===== src/rtl/cbus_rr_arbiter_pkg.sv =====
// Shared CBus types and arbiter state encoding.
package cbus_rr_arbiter_pkg;

    localparam int unsigned ADDR_W = 32;
    localparam int unsigned DATA_W = 32;
    localparam int unsigned STRB_W = DATA_W / 8;

    typedef enum logic [2:0] {
        MSIZE1 = 3'd0,
        MSIZE2 = 3'd1,
        MSIZE4 = 3'd2
    } cbus_size_t;

    // Encoded as beats-1.
    typedef enum logic [3:0] {
        MLEN1  = 4'd0,
        MLEN2  = 4'd1,
        MLEN4  = 4'd3,
        MLEN8  = 4'd7,
        MLEN16 = 4'd15
    } cbus_len_t;

    typedef enum logic [1:0] {
        BURST_FIXED = 2'd0,
        BURST_INCR  = 2'd1,
        BURST_WRAP  = 2'd2
    } cbus_burst_t;

    typedef struct packed {
        logic              valid;
        logic              is_write;
        cbus_size_t        size;
        logic [ADDR_W-1:0] addr;
        logic [STRB_W-1:0] strobe;
        logic [DATA_W-1:0] data;
        cbus_len_t         len;
        cbus_burst_t       burst;
    } cbus_req_t;

    typedef struct packed {
        logic              ready;
        logic              last;
        logic [DATA_W-1:0] data;
    } cbus_resp_t;

    typedef enum logic {
        IDLE = 1'b0,
        BUSY = 1'b1
    } arb_state_t;

endpackage


===== src/rtl/cbus_rr_arbiter_rr_pick.sv =====
// Rotating-priority picker: first set bit of valid at or after ptr, wrapping.
module rr_pick #(
    parameter  int unsigned N     = 4,
    localparam int unsigned IDX_W = $clog2(N)
) (
    input  logic [N-1:0]     valid,
    input  logic [IDX_W-1:0] ptr,
    output logic             found,
    output logic [IDX_W-1:0] idx
);

    // Scan N candidates starting at ptr; the first hit wins.
    always_comb begin
        int unsigned      cand;
        logic [IDX_W-1:0] cand_idx;
        found = 1'b0;
        idx   = '0;
        for (int unsigned i = 0; i < N; i++) begin
            cand = 32'(ptr) + i;
            if (cand >= N) begin
                cand = cand - N;
            end
            cand_idx = IDX_W'(cand);
            if (!found && valid[cand_idx]) begin
                found = 1'b1;
                idx   = cand_idx;
            end
        end
    end

endmodule


===== src/rtl/cbus_rr_arbiter.sv =====
// N-to-1 CBus arbiter; holds the grant for a whole burst and routes the response back.
module cbus_rr_arbiter
    import cbus_rr_arbiter_pkg::*;
#(
    parameter  int unsigned NUM_INPUTS  = 4,
    parameter  bit          ROUND_ROBIN = 1'b1,
    localparam int unsigned IDX_W       = $clog2(NUM_INPUTS)
) (
    input  logic             clk,
    input  logic             reset,
    input  cbus_req_t        ireqs  [NUM_INPUTS],
    output cbus_resp_t       iresps [NUM_INPUTS],
    output cbus_req_t        oreq,
    input  cbus_resp_t       oresp,
    output logic             busy,
    output logic [IDX_W-1:0] grant_idx
);

    arb_state_t             state_q, state_d;
    logic [IDX_W-1:0]       grant_q, grant_d;
    logic [IDX_W-1:0]       ptr_q, ptr_d;
    logic [NUM_INPUTS-1:0]  req_valid;
    logic [IDX_W-1:0]       pick_ptr;
    logic                   pick_found;
    logic [IDX_W-1:0]       pick_idx;

    // Gather the per-port valid bits.
    always_comb begin
        req_valid = '0;
        for (int i = 0; i < NUM_INPUTS; i++) begin
            req_valid[i] = ireqs[i].valid;
        end
    end

    // Fixed priority reuses the picker with the search anchored at port 0.
    assign pick_ptr = ROUND_ROBIN ? ptr_q : '0;

    rr_pick #(
        .N (NUM_INPUTS)
    ) u_pick (
        .valid (req_valid),
        .ptr   (pick_ptr),
        .found (pick_found),
        .idx   (pick_idx)
    );

    // State, grant and priority pointer registers.
    always_ff @(posedge clk) begin
        if (reset) begin
            state_q <= IDLE;
            grant_q <= '0;
            ptr_q   <= '0;
        end else begin
            state_q <= state_d;
            grant_q <= grant_d;
            ptr_q   <= ptr_d;
        end
    end

    // Next state: arbitrate only while idle, release on the last accepted beat.
    always_comb begin
        state_d = state_q;
        grant_d = grant_q;
        ptr_d   = ptr_q;
        unique case (state_q)
            IDLE: begin
                if (pick_found) begin
                    state_d = BUSY;
                    grant_d = pick_idx;
                    if (ROUND_ROBIN) begin
                        if (32'(pick_idx) == NUM_INPUTS - 1) begin
                            ptr_d = '0;
                        end else begin
                            ptr_d = pick_idx + IDX_W'(1);
                        end
                    end
                end
            end
            BUSY: begin
                if (oresp.ready && oresp.last) begin
                    state_d = IDLE;
                end
            end
            default: state_d = IDLE;
        endcase
    end

    // Datapath mux: pass the granted request out and its response back; quiet otherwise.
    always_comb begin
        oreq = '0;
        for (int i = 0; i < NUM_INPUTS; i++) begin
            iresps[i] = '0;
        end
        if (!reset && state_q == BUSY) begin
            oreq            = ireqs[grant_q];
            iresps[grant_q] = oresp;
        end
    end

    assign busy      = (state_q == BUSY);
    assign grant_idx = grant_q;

endmodule

===== config.mk =====
export PLATFORM = sky130hd
export DESIGN_NAME = cbus_rr_arbiter
export DESIGN_NICKNAME = d
export VERILOG_FILES = /design/src/rtl/cbus_rr_arbiter_pkg.sv /design/src/rtl/cbus_rr_arbiter_rr_pick.sv /design/src/rtl/cbus_rr_arbiter.sv
export SDC_FILE = /design/constraint.sdc
export NUM_CORES = 1
export LEC_CHECK = 0
export ABC_AREA = 1
export ABC_CLOCK_PERIOD_IN_PS = 2100
export CELL_PAD_IN_SITES_DETAIL_PLACEMENT = 2
export CELL_PAD_IN_SITES_GLOBAL_PLACEMENT = 2
export CORE_AREA = 2 2 222 224
export CTS_CLUSTER_DIAMETER = 200
export CTS_CLUSTER_SIZE = 20
export DETAILED_ROUTE_END_ITERATION = 12
export DIE_AREA = 0 0 224 226
export PLACE_DENSITY = 0.8
export SYNTH_ARGS = -nofsm -noshare
export SYNTH_HDL_FRONTEND = slang
export SYNTH_SLANG_ARGS = --single-unit

===== constraint.sdc =====
create_clock -name clk -period 2.1 [get_ports clk]
set_input_delay 0.525 -clock clk [delete_from_list [all_inputs] [get_ports clk]]
set_output_delay 0.525 -clock clk [all_outputs]
set_load 0.005 [all_outputs]

After elaboration in Yosys (flattened, before gate mapping)
Cells that the tools add are included.
{ "totals": {"output_inout_bits": 218, "input_bits": 352, "reg_bits": 5, "wordCells": 67} }
{ "op_classes": {"n_eq_ne": 1, "bitwise_logic": 3, "n_lt_le_gt_ge": 10, "mux": 31, "n_reduce_logical": 11, "n_addsub": 8} }
{ "op_table": {"columns": ["op", "n"], "rows": [
  ["79-bit 2-to-1 mux", 3],
  ["79-bit binary-select mux with 2-bit select", 1],
  ["136-bit bitwise AND", 1],
  ["136-bit 2-to-1 mux", 1],
  ["34-bit demux with 2-bit select", 1],
  ["34-bit 2-to-1 mux", 1],
  ["2-bit 2-to-1 mux", 9],
  ["3-bit greater-or-equal comparator (second input constant)", 4],
  ["2-bit by 3-bit < comparator with 1-bit output (second input constant)", 4],
  ["1-bit 2-to-1 mux", 10],
  ["1-bit binary-select mux with 2-bit select", 4],
  ["2-bit by 1-bit subtractor with 2-bit output (second input constant)", 4],
  ["2-bit by 2-bit adder with 3-bit output (second input constant)", 2],
  ["1-bit logical AND", 6],
  ["1-bit zero test", 4],
  ["2-bit by 1-bit adder with 3-bit output (second input constant)", 1],
  ["2-bit by 3-bit greater-or-equal comparator with 1-bit output (second input constant)", 1],
  ["3-bit by 1-bit < comparator with 1-bit output (second input constant)", 1],
  ["2-bit inverter with 3-bit output", 1],
  ["2-bit by 1-bit adder with 2-bit output (second input constant)", 1],
  ["2-bit equality test (second input constant)", 1],
  ["1-bit case mux with 2 select lines", 1],
  ["2-bit AND reduction", 1],
  ["1-bit inverter", 1]
]} }

Depth between registers and ports, before layout
{ "logic_depth": {"word_depth": 16, "depth_mapped": 14, "ltp_nobuf": 13} }

Cells and area by module
A second synthesis with hierarchy kept.
{ "unflattened": {"hier_cells": 979, "area_unflattened_um2": 4344.2} }
{ "by_module_without_submodules": {"columns": ["module", "seq_area_each_um2", "cells_each", "area_each_um2", "instances"], "rows": [
  ["cbus_rr_arbiter", 100.1, 920, 4025.1, 1],
  ["rr_pick", 0.0, 59, 319.1, 1]
]} }

Worst setup path before layout
OpenSTA, ideal clock, no wires.
{ "synth_path": {"kind": "input to output", "from": "input port reset", "to": "output port oreq[34] (netlist bit)", "slack_ps": 194, "n_path_buf": 2, "arrival_ps": 1381, "required_time_ps": 1575, "stages": 5, "cell_sequence": "nor2_2 inv_2 buf_2 buf_1 a31oi_1"} }
{ "synth_rtl": {"columns": ["item", "line", "rtl"], "rows": [
  ["start: declaration", "cbus_rr_arbiter.sv:10", "input logic reset,"],
  ["end: declaration", "cbus_rr_arbiter.sv:13", "output cbus_req_t oreq,"]
]} }

==> flow_metrics.py <==
metrics = {
    "floorplanning": {
        "rows": 81,
        "coreArea_sq_um": 48300,
        "io_pins": 570,
        "dieArea_sq_um": 50600,
        "die_w_um": 224,
        "die_h_um": 226,
        "initial_core_util_pct": 6.95,
    },
    "clocking": {
        "h-tree-depth": 1,
        "insertion_delay_ps": 220,
        "cts_sinks": 5,
        "clk_pin_slew_ps": 30,
        "cts_tree": "built",
        "cts_root_buffer": "clkbuf_16",
        "max-clock-path-buffers": 2,
        "cts_made_buffers": 3,
    },
    "route": {
        "ant_nets": 0,
        "firstDrtPassIters": 5,
        "routed_wl_mm": 53.2,
        "vias": 8736,
        "drc_errors": 0,
        "vias_per_cell": 4.37,
        "drtIter0Drc": 270,
        "drt-wirelength-per-cell_um": 26.7,
    },
    "cells_and_area": {
        "final_area_sq_um": 14100,
        "area_growth_pct": 321,
        "fin_util_pct": 29.3,
        "stdcell_count": 1997,
        "nets": 1727,
        "drive_gt1_share_pct": 54.1,
    },
    "synth": {
        "syn_inst": 655,
        "synth.net_count": 1007,
        "avgSynthCellArea_sq_um": 5.13,
        "synth_top_area_share_pct": 24.3,
        "yosys_warnings": 0,
        "synth.largest_area_cell": "nand3_1",
        "synth_seq_cells": 5,
        "ys_seq_area_share_pct": 2.98,
        "synth_area_leaders": "nand3_1 (24%), a22oi_1 (17%), nor2_1 (16%), a31oi_1 (15%), nand2_1 (8.5%)",
        "syn-cell-area_sq_um": 3360,
        "ys_types": 28,
    },
    "timing": {
        "finalCritPeriodShare_pct": 112,
        "worst_pin_slew_ps": 526,
        "finalCriticalPeriod_ps": 2350,
        "drv_slew": 0,
        "slew_headroom_pct": 64.9,
        "fin_ws_ps": -246,
        "final_hold_viol_count": 0,
        "setup_viol": 105,
        "fin_hold_ws_ps": 596,
        "rsz0062_at_grt": "yes",
        "max_freq_mhz": 426,
        "fin_skew_ps": 0.162,
    },
    "setup_path": {
        "cp_slowest_cell": "dfxtp_4",
        "cp_max_fo": 6,
        "cp-start-kind": "register",
        "worst-setup-path-type": "register to output pin",
        "critPathTopFamily": "buffers and inverters",
        "r2r_slack_ps": 240,
        "path_cells": "clkinv_4, nor2_4, buf_12, buf_8, buf_16, clkbuf_16, a22oi_1, a31oi_1, buf_2",
        "cp-startpoint": "grant_idx[0]",
        "cp_data_required_time_ps": 1570,
        "critPathBufInv": 6,
        "max_stage_delay_ps": 400,
        "r2r-start": "pick_ptr[0]",
        "cp.arrival_ps": 1820,
        "crit_path_end_kind": "output pin",
    },
    "outcome": {
        "status": "finished with violations",
        "violations": "setup timing",
    },
    "min_path": {
        "min_from": "reset",
        "min_path_type": "primary input to register",
    },
    "flow_run": {
        "max_cap_violations": 0,
    },
    "global_routing": {
        "grt_pass1_vias": 9837,
        "grt_max_degree": 30,
        "grt_pass1_wl_mm": 66.1,
        "grt_overflow": 0,
        "track_usage_pct": 17.6,
        "antenna_found_initial": 2,
    },
    "pwr": {
        "p_leak_nw": 5.50,
        "pwr-share-seq_pct": 1.8,
        "clock_power_share_pct": 2.2,
        "power_mw": 13.9,
        "p_int_mw": 7.16,
        "cellPowerDensity_nw_per_um2": 983,
        "combPwrFrac_pct": 96.0,
        "p_sw_mw": 6.75,
        "peakVddDrop_mv": 0.457,
        "swShare_pct": 48.5,
    },
    "placed_design": {
        "dp.cells": 1862,
        "io_buffers": 569,
        "gp_congestion": 0.896,
        "post-dp-hpwl_mm": 32.0,
        "dpl_cell_area_sq_um": 10500,
    },
}
-- state kept, by name, summed over array words and instances (netlist names) --
signal     count
busy           1
pick_ptr       2
grant_idx      2
-- kinds of logic (layout without fill, tap and decap cells) --
family                 Yosys count  in the layout  share of synthesized area (%)
AND/OR/NAND/NOR                393            393                           51.8
AO/OA/AOI/OAI                  166            166                           33.8
other                            0              1                              0
buffers and inverters           91            810                           11.5
flip-flops                       5              5                           2.98
-- power groups by stage --
stage / sequential [mW] / clock [mW] / combinational [mW]
after global routing: 0.253 / 0.323 / 14.0
after floorplan: 0.159 / 0 / 2.95
final: 0.246 / 0.310 / 13.3
after global placement: 0.246 / 0 / 7.04
after CTS: 0.238 / 0.316 / 11.5
after detailed placement: 0.247 / 0 / 7.21
-- per-layer routing --
layer | up-vias | track usage, % | part of all wire (%)
met5 | - | 0 | 0.024
met4 | 2 | 8.45 | 5.4
met3 | 129 | 4.42 | 7.0
met2 | 534 | 33.5 | 53
met1 | 4231 | 17.9 | 35
li1 | 3840 | - | -
-- synth_stat cells (all sizes together) --
master  number
a221oi       1
a31oi       78
nand2       83
a22oi       78
o22ai        1
nand4        1
buf         29
a21oi        3
nand3      164
o21ai        4
clkbuf      46
a211oi       1
inv         16
dfxtp        5
nor2       145
-- worst paths after layout --
kind / to / cells after the start
worst max-delay path: oreq[49] / 9
worst min-delay path: grant_idx[1] / 3
worst max register to register: pick_ptr[0] / 11
worst min register to register: pick_ptr[1] / 4
-- cells in the final DEF, fill, tap and decap left out, drive strengths merged, types with 3 or more instances in the layout --
cell type | netlist | final
a21oi | 3 | 3
a22oi | 78 | 78
a31oi | 78 | 78
buf | 29 | 388
clkbuf | 46 | 33
clkdlybuf4s15 | 0 | 9
clkdlybuf4s50 | 0 | 347
dfxtp | 5 | 5
dlygate4sd2 | 0 | 9
dlymetal6s2s | 0 | 7
inv | 16 | 15
nand2 | 83 | 83
nand3 | 164 | 164
nor2 | 145 | 145
o21ai | 4 | 4
-- tightest hold or removal path: cells and delay by family --
family                 cells  cell delay [ps]
buffers and inverters      2              210
AO/OA/AOI/OAI              1               40
-- timing repair --
action                                  CTS  global route
setup endpoints to repair               218           210
pin swaps                                69            73
endpoints found under the hold margin     0             0
buffers inserted                         65            49
hold buffers                              0             0
gates cloned                             34            11
resized for setup                      1066           356
-- area by class of cell --
type	instances	area [sq um]
fillers	5315	34200
repair buffers	790	8230
multi-input cells	559	4840
well taps	622	778
flip-flops and latches	5	109
inverters	16	105
clock buffers	4	78.8
diodes	1	2.50
-- through the flow --
step	TNS, ps	setup WS [ps]
after floorplan	0	194
after global placement	-171760	-960
after detailed placement	-172280	-992
after CTS	-11040	-248
after global routing	-17250	-310
final	-9010	-246
No activity file was read; power rests on OpenSTA's default activity.
